===== config.mk =====
export PLATFORM = sky130hd
export DESIGN_NAME = hub75_bcm_driver
export DESIGN_NICKNAME = d
export VERILOG_FILES = /design/src/rtl/hub75_bcm_driver.sv
export SDC_FILE = /design/constraint.sdc
export NUM_CORES = 1
export LEC_CHECK = 0
export ABC_AREA = 1
export CAP_MARGIN = 15
export CORE_AREA = 10 10 154 142
export DETAILED_ROUTE_END_ITERATION = 8
export DIE_AREA = 0 0 164 152
export DONT_BUFFER_PORTS = 1
export PLACE_DENSITY = 0.39
export SYNTH_ARGS = -nofsm -noshare
export SYNTH_HDL_FRONTEND = slang
export SYNTH_SLANG_ARGS = --single-unit

===== constraint.sdc =====
create_clock -name clk -period 12.1 [get_ports clk]
set_input_delay 2.42 -clock clk [delete_from_list [all_inputs] [get_ports clk]]
set_output_delay 2.42 -clock clk [all_outputs]
set_load 0.01 [all_outputs]

===== src/rtl/hub75_bcm_driver.sv =====
// hub75_bcm_driver: dual-scan HUB75 panel driver with BCM grey scale, global brightness and tick-enable timing
module hub75_bcm_driver #(
  parameter int NUM_COLS   = 64,
  parameter int NUM_ROWS   = 64,
  parameter int BIT_DEPTH  = 4,
  parameter int CLK_DIV    = 3,
  parameter int BASE_DELAY = 20,
  localparam int SCAN = NUM_ROWS / 2,
  localparam int RW   = $clog2(SCAN),
  localparam int CW   = $clog2(NUM_COLS),
  localparam int AW   = RW + CW
) (
  input  logic                     clk,
  input  logic                     rst,
  input  logic                     en,
  input  logic [7:0]               brightness,
  output logic [AW-1:0]            pix_addr,
  input  logic [6*BIT_DEPTH-1:0]   pix_data,
  output logic                     LP_CLK,
  output logic                     LATCH,
  output logic                     NOE,
  output logic [RW-1:0]            ROW,
  output logic [2:0]               RGB0,
  output logic [2:0]               RGB1,
  output logic                     frame_done
);
  localparam int PMAX = BASE_DELAY << (BIT_DEPTH - 1);
  localparam int DW   = $clog2(PMAX) + 1;
  localparam int MW   = $clog2(PMAX) + 8;
  localparam int PW   = BIT_DEPTH > 1 ? $clog2(BIT_DEPTH) : 1;
  localparam int VW   = $clog2(CLK_DIV);

  typedef enum logic [2:0] {ST_IDLE, ST_SHIFT_LO, ST_SHIFT_HI, ST_BLANK, ST_LATCH, ST_DISPLAY} state_t;

  state_t              state_q, state_d;
  logic [VW-1:0]       div_q, div_d;
  logic [CW-1:0]       col_q, col_d;
  logic [RW-1:0]       r_q, r_d, row_q, row_d;
  logic [PW-1:0]       b_q, b_d;
  logic [DW-1:0]       d_q, d_d;
  logic [7:0]          br_q, br_d;
  logic                lp_q, lp_d, latch_q, latch_d, noe_q, noe_d, fd_q, fd_d;
  logic [2:0]          rgb0_q, rgb0_d, rgb1_q, rgb1_d;
  logic                tick;
  logic [DW-1:0]       period, on_b;
  logic [MW-1:0]       prod;
  logic [BIT_DEPTH-1:0] ch [6];

  for (genvar g = 0; g < 6; g++) begin : g_ch
    assign ch[g] = pix_data[(5-g)*BIT_DEPTH +: BIT_DEPTH];
  end

  assign tick     = div_q == VW'(CLK_DIV - 1);
  assign period   = DW'(BASE_DELAY) << b_q;
  assign prod     = MW'(period) * MW'(br_q);
  assign on_b     = DW'(prod >> 8);
  assign pix_addr = {r_q, col_q};

  assign LP_CLK     = lp_q;
  assign LATCH      = latch_q;
  assign NOE        = noe_q;
  assign ROW        = row_q;
  assign RGB0       = rgb0_q;
  assign RGB1       = rgb1_q;
  assign frame_done = fd_q;

  // scan sequencer: all state and panel outputs advance only on tick; outputs reflect the state just left
  always_comb begin
    state_d = state_q;
    div_d   = tick ? '0 : div_q + VW'(1);
    col_d   = col_q;
    r_d     = r_q;
    b_d     = b_q;
    d_d     = d_q;
    br_d    = br_q;
    lp_d    = lp_q;
    latch_d = latch_q;
    noe_d   = noe_q;
    row_d   = row_q;
    rgb0_d  = rgb0_q;
    rgb1_d  = rgb1_q;
    fd_d    = 1'b0;
    if (tick) begin
      lp_d    = 1'b0;
      latch_d = 1'b0;
      noe_d   = 1'b1;
      unique case (state_q)
        ST_IDLE: if (en) begin
          br_d    = brightness;
          r_d     = '0;
          b_d     = '0;
          col_d   = '0;
          state_d = ST_SHIFT_LO;
        end
        ST_SHIFT_LO: begin
          rgb0_d  = {ch[0][b_q], ch[1][b_q], ch[2][b_q]};
          rgb1_d  = {ch[3][b_q], ch[4][b_q], ch[5][b_q]};
          state_d = ST_SHIFT_HI;
        end
        ST_SHIFT_HI: begin
          lp_d    = 1'b1;
          state_d = col_q == CW'(NUM_COLS - 1) ? ST_BLANK : ST_SHIFT_LO;
          col_d   = col_q == CW'(NUM_COLS - 1) ? col_q : col_q + CW'(1);
        end
        ST_BLANK: begin
          row_d   = r_q;
          state_d = ST_LATCH;
        end
        ST_LATCH: begin
          latch_d = 1'b1;
          d_d     = '0;
          state_d = ST_DISPLAY;
        end
        ST_DISPLAY: begin
          noe_d = d_q >= on_b;
          d_d   = d_q + DW'(1);
          if (d_q == period - DW'(1)) begin
            d_d   = '0;
            col_d = '0;
            if (b_q != PW'(BIT_DEPTH - 1)) begin
              b_d     = b_q + PW'(1);
              state_d = ST_SHIFT_LO;
            end else begin
              b_d = '0;
              if (r_q != RW'(SCAN - 1)) begin
                r_d     = r_q + RW'(1);
                state_d = ST_SHIFT_LO;
              end else begin
                fd_d    = 1'b1;
                r_d     = '0;
                br_d    = en ? brightness : br_q;
                state_d = en ? ST_SHIFT_LO : ST_IDLE;
              end
            end
          end
        end
        default: state_d = ST_IDLE;
      endcase
    end
  end

  // state and output registers, blanked panel on reset
  always_ff @(posedge clk or negedge rst) begin
    if (!rst) begin
      state_q <= ST_IDLE;
      div_q   <= '0;
      col_q   <= '0;
      r_q     <= '0;
      b_q     <= '0;
      d_q     <= '0;
      br_q    <= '0;
      lp_q    <= 1'b0;
      latch_q <= 1'b0;
      noe_q   <= 1'b1;
      row_q   <= '0;
      rgb0_q  <= '0;
      rgb1_q  <= '0;
      fd_q    <= 1'b0;
    end else begin
      state_q <= state_d;
      div_q   <= div_d;
      col_q   <= col_d;
      r_q     <= r_d;
      b_q     <= b_d;
      d_q     <= d_d;
      br_q    <= br_d;
      lp_q    <= lp_d;
      latch_q <= latch_d;
      noe_q   <= noe_d;
      row_q   <= row_d;
      rgb0_q  <= rgb0_d;
      rgb1_q  <= rgb1_d;
      fd_q    <= fd_d;
    end
  end
endmodule


After elaboration in Yosys (flattened, before gate mapping)
Index checks and enable logic that the tools add are counted.
W data, S select, Z words.

storage, ports and cells
  flip-flop bits (word level) = 50
  input port bits = 35

operators by class
  add/subtract/negate cells = 6
  $mul = 1
  magnitude comparators = 2
  eq/ne operators = 15
  shift-type cells = 1
  muxes and demuxes = 48
  reductions and logical operators = 12

operator list
  cell                   count
  $mux W8                4
  $mux W5                4
  $mux W6                3
  $pmux W3 S6            1
  $pmux W6 S3            1
  $pmux W9 S2            1
  $mux W1                17
  $mul A9 B8 Y16         1
  $pmux W8 S2            1
  $reduce_and A5 Y1      3
  $bmux W1 S2            6
  $ne A2 B2 Y1 const B   6
  $mux W2                5
  $pmux W5 S2            1
  $add A9 B1 Y9 const B  1
  $eq A9 B9 Y1           1
  $ge A9 B8 Y1           1
  $mux W9                1
  $shl A5 B2 Y9 const A  1
  $sub A9 B1 Y9 const B  1
  $add A6 B1 Y6 const B  1
  $eq A3 B2 Y1 const B   2
  $eq A3 B3 Y1 const B   2
  $eq A6 B6 Y1 const B   1
  14 further kinds       19

Depth between registers and ports, before layout
  word-level depth = 6
  depth in mapped cells = 29
  depth with buffers taken out = 27

Least setup slack after synthesis
OpenSTA, ideal clock, no wires.

  path type = register to register
  start = reg b_q[0]
  end = reg noe_q, in the netlist NOE
  setup time = 73 ps
  arrival time = 5031 ps
  setup slack = 6996 ps
  cell stages (with the launch flop) = 30
  period minus slack after synthesis = 5104 ps
  path through = dfrtp_1 -> inv_1 -> clkbuf_1 -> ha_1 -> buf_2 -> nor2_2 -> inv_1 -> nand2_1 -> fa_1 -> inv_1 -> ha_1 -> inv_1 -> fa_1 -> fa_1 -> inv_1 -> ha_1 -> a21oi_1 -> o21ai_0 -> a21o_1 -> nand2_1 -> nand2_1 -> nand2_1 -> nand2_1 -> ha_1 -> nand2_1 -> nor2_1 -> nand3b_1 -> nand3_1 -> a21oi_1 -> a21oi_1

on the way
  longest elaborated chain between the ends = 4

RTL lines
  item                      line  source
  start: declaration        39    logic [PW-1:0] b_q, b_d;
  start signal: assignment  149   b_q <= '0;
  start signal: assignment  164   b_q <= b_d;
  $shl A5 B2 Y9             54    assign period = DW'(BASE_DELAY) << b_q;
  $mul A9 B8 Y16            55    assign prod = MW'(period) * MW'(br_q);
  $ge A9 B8 Y1              115   noe_d = d_q >= on_b;
  $mux W1                   87    unique case (state_q)
  end signal: assignment    169   noe_q <= noe_d;
  end: declaration          42    logic lp_q, lp_d, latch_q, latch_d, noe_q, noe_d, fd_q, fd_d;

No other way between the ends.
A chain may end at the register's enable or synchronous reset.

Final worst setup path
Same ends and word-level chain as after synthesis.

==> metrics.json <==
{
  "mappedNetlistNets": {"value": 725},
  "synth.yosys.seq_area_share": {"value": 27.5, "unit": "%"},
  "min-delay-start": {"value": "div_q[0]$_DFF_PN0_"},
  "timing.critical_path.fanout_max": {"value": 25},
  "clock-root-buffer": {"value": "clkbuf_16"},
  "deepest_level_of_the_cts_h_tree": {"value": 2},
  "yosys_warnings": {"value": 0},
  "post-route-cell-area": {"value": 0.00499, "unit": "mm²"},
  "num_vias": {"value": 3810},
  "fmax": {"value": 165, "unit": "MHz"},
  "timing.slew.headroom": {"value": 44.8, "unit": "%"},
  "core-area": {"value": 0.0187, "unit": "mm²"},
  "grt_first_pass_wirelength": {"value": 20100, "unit": "µm"},
  "critPathCaptureType": {"value": "register"},
  "crit_path_start": {"value": "b_q[0]$_DFFE_PN0P_"},
  "ant_nets": {"value": 0},
  "filler_cell_count": {"value": 2103},
  "cts_setup_buffers": {"value": 0},
  "cellPowerDensity": {"value": 208, "unit": "mW/mm²"},
  "tritoncts": {"value": "built"},
  "final.setup.tns": {"value": 0, "unit": "ps"},
  "cts_hold_repair.buffers": {"value": 0},
  "post_synth_instance_area": {"value": 0.00456, "unit": "mm²"},
  "syn-instance-count": {"value": 618},
  "postCtsResizedCells": {"value": 0},
  "number_of_buffers_created_by_cts": {"value": 5},
  "mostFrequentLayoutCell": {"value": "nand2_1"},
  "layout.nets": {"value": 722},
  "buffer_ports.inserted": {"value": 0},
  "ys_ff_latch": {"value": 50},
  "power_leakage": {"value": 2.69, "unit": "nW"},
  "maxSlewViolCount": {"value": 0},
  "dieWidth": {"value": 164, "unit": "µm"},
  "min_path_type": {"value": "reg -> reg"},
  "netlist-cell-type-count": {"value": 36},
  "routed_wire_length_per_instance": {"value": 13.8, "unit": "µm"},
  "timing.rr.start": {"value": "b_q[0]$_DFFE_PN0P_"},
  "grt_setup_unrepaired": {"value": "no"},
  "critical_path_arrival": {"value": 6310, "unit": "ps"},
  "timing.critical_path.slowest_stage_cell": {"value": "dfrtp_1"},
  "crit_family": {"value": "adder cells"},
  "grt_overflow_total": {"value": 0},
  "period_minus_slack": {"value": 6070, "unit": "ps"},
  "initial_antenna_violation_count": {"value": 2},
  "drive_gt1_share": {"value": 4.06, "unit": "%"},
  "dr_iter_0_viols": {"value": 109},
  "numClockSinks": {"value": 50},
  "maximum_number_of_pins_on_one_net_before_global_route_repair": {"value": 51},
  "floorplan.rows": {"value": 48},
  "max_stage_delay": {"value": 840, "unit": "ps"},
  "cp.buffers_inverters": {"value": 1},
  "peakVddDrop": {"value": 0.0000684, "unit": "V"},
  "clockBufferDepth": {"value": 2},
  "worst-setup-path-type": {"value": "reg -> reg"},
  "post-route-period-util": {"value": 50.2, "unit": "%"},
  "vias_per_cell": {"value": 4.39},
  "most-common-layout-cells": {"value": "nand2_1 (151), inv_1 (104), nor2_1 (75)"},
  "via_count_of_the_first_global_routing_pass": {"value": 3872},
  "final_hold_vios": {"value": 0},
  "max_cap_viol_count": {"value": 0},
  "worstSkewPairLatency": {"value": 310, "unit": "ps"},
  "global_route.usage.total": {"value": 9.94, "unit": "%"},
  "report.final.setup_viol": {"value": 0},
  "design.portCount": {"value": 61},
  "max_slew.worst_pin.slew": {"value": 825, "unit": "ps"},
  "run_status": {"value": "finished clean"},
  "placedInstanceArea": {"value": 0.00483, "unit": "mm²"},
  "globalplace.congestion": {"value": 0.854},
  "fin_hold_ws": {"value": 425, "unit": "ps"},
  "syn2layout_area_growth": {"value": 9.49, "unit": "%"},
  "hpwlAfterDp": {"value": 9810, "unit": "µm"},
  "pre_cts_ws": {"value": 6010, "unit": "ps"},
  "drt_pre_antenna_iters": {"value": 4},
  "die_area": {"value": 0.0249, "unit": "mm²"},
  "remaining_drc_errors": {"value": 0},
  "clk_pin_slew": {"value": 70, "unit": "ps"},
  "fin_skew": {"value": 11.0, "unit": "ps"},
  "chipHeight": {"value": 152, "unit": "µm"},
  "routed_wirelength": {"value": 12000, "unit": "µm"},
  "floorplan.initialDensity": {"value": 24.3, "unit": "%"},
  "critPathRequiredTime": {"value": 12330, "unit": "ps"},
  "setup_ws": {"value": 6030, "unit": "ps"},
  "setup.worst_path.start_class": {"value": "register"},
  "synthesis.area_per_instance": {"value": 7.38, "unit": "µm²"},
  "worstPathCellList": {"value": "inv_1, ha_1, nand2_1, nand2_1, fa_1, fa_1, fa_1, fa_1, ha_1, a21oi_1, o21ai_0, nand4_1, nand3_1, xnor2_1, ha_1, a21oi_1, o21a_1, nand3_1, a21oi_1, a21oi_1"}
}
==> layer usage <==
metal	vias to the layer above	global-route usage, %	part of all wire, %
met3	13	3.70	7.1
met2	54	15.8	47
li1	1956	-	-
met5	-	0	0
met4	0	2.81	1.2
met1	1787	12.3	45
==> report_power, final <==
| group | leakage (nW) | internal (mW) | switching, mW |
|---|---|---|---|
| Combinational | 1.96 | 0.236 | 0.379 |
| Clock | 0.0781 | 0.0980 | 0.0659 |
| Sequential | 0.651 | 0.203 | 0.0601 |
| Total | 2.69 | 0.536 | 0.505 |
==> cells by family (layout without fill, tap and decap cells) <==
logic type	count (synthesis)	count (layout)	share of synthesized area [%]
other	0	2	0
XOR/XNOR	9	9	1.73
AND/OR/NAND/NOR	296	296	28.2
multiplexers	4	4	0.987
flip-flops	50	50	27.5
AO/OA/AOI/OAI	70	70	8.28
adder cells (fa/ha/maj)	72	72	23.5
buffers and inverters	117	115	9.85
==> state kept, by name, summed over array words and instances (netlist names) <==
signal and count:
frame_done 1, div_q 2, r_q 5, ROW 5, d_q 9, state_q 3, RGB1 3, RGB0 3
LP_CLK 1, b_q 2, br_q 8, col_q 6, LATCH 1, NOE 1
==> synth_stat cells, drive strengths merged <==
master / count / area share [%]
a221oi: 1 / 0.19
nor2: 79 / 7.0
nand3b: 3 / 0.49
dfrtp: 49 / 27
ha: 49 / 13
clkbuf: 6 / 0.49
fa: 23 / 10
nor3: 11 / 1.3
nor3b: 5 / 0.82
a21o: 1 / 0.16
nand2: 155 / 13
o21ai: 39 / 4.3
xor2: 4 / 0.77
o21bai: 3 / 0.49
mux2: 4 / 0.99
dfstp: 1 / 0.58
nor4: 4 / 0.69
o21a: 1 / 0.16
a21oi: 18 / 2.0
nand4: 9 / 1.2
xnor2: 5 / 0.96
a31oi: 6 / 0.82
o2111ai: 1 / 0.19
nand3: 30 / 3.4
buf: 4 / 0.55
inv: 107 / 8.8
==> worst register-to-register path: stages (launching register included) <==
cell     delay (ps)
dfrtp_1         840
inv_1           390
ha_1            450
nand2_1         170
nand2_1          90
fa_1            560
fa_1            440
fa_1            540
fa_1            420
ha_1            370
a21oi_1         310
o21ai_0         150
nand4_1          90
nand3_1         110
xnor2_1         160
ha_1            300
a21oi_1         140
o21a_1          130
nand3_1          70
a21oi_1         150
a21oi_1          80
==> metrics by stage <==
| step | instances | utilization, % | total power [mW] |
|---|---|---|---|
| 5_1_grt | 867 | 26.6 | 1.18 |
| 6_report | 868 | 26.7 | 1.04 |
| 3_5_place_dp | 858 | 25.8 | 0.897 |
| 4_1_cts | 866 | 26.6 | 1.07 |
| 3_3_place_gp | 858 | 25.8 | 0.901 |
| 2_1_floorplan | 618 | - | 0.735 |
==> path summary, 6_finish.rpt <==
path	end	slack (ps)	depth (start not counted)
setup / recovery	NOE$_DFFE_PN1N_	6030	20
hold / removal	div_q[0]$_DFF_PN0_	420	1
setup reg to reg	NOE$_DFFE_PN1N_	6030	20
hold reg to reg	div_q[0]$_DFF_PN0_	420	1
max in group asynchronous	NOE$_DFFE_PN1N_	10120	0
min in group asynchronous	ROW[4]$_DFFE_PN0P_	1800	0
==> final cells by class <==
| cell class | count | area [µm²] | share of cell area [%] |
|---|---|---|---|
| clock buffer | 7 | 133 | 2.66 |
| inverter | 107 | 402 | 8.04 |
| multi-input combinational | 451 | 2860 | 57.3 |
| clock inverter | 1 | 30.0 | 0.601 |
| tap | 250 | 313 | 6.26 |
| antenna | 2 | 5.00 | 0.100 |
| sequential | 50 | 1250 | 25.1 |
(Power assumes the default switching activity.)
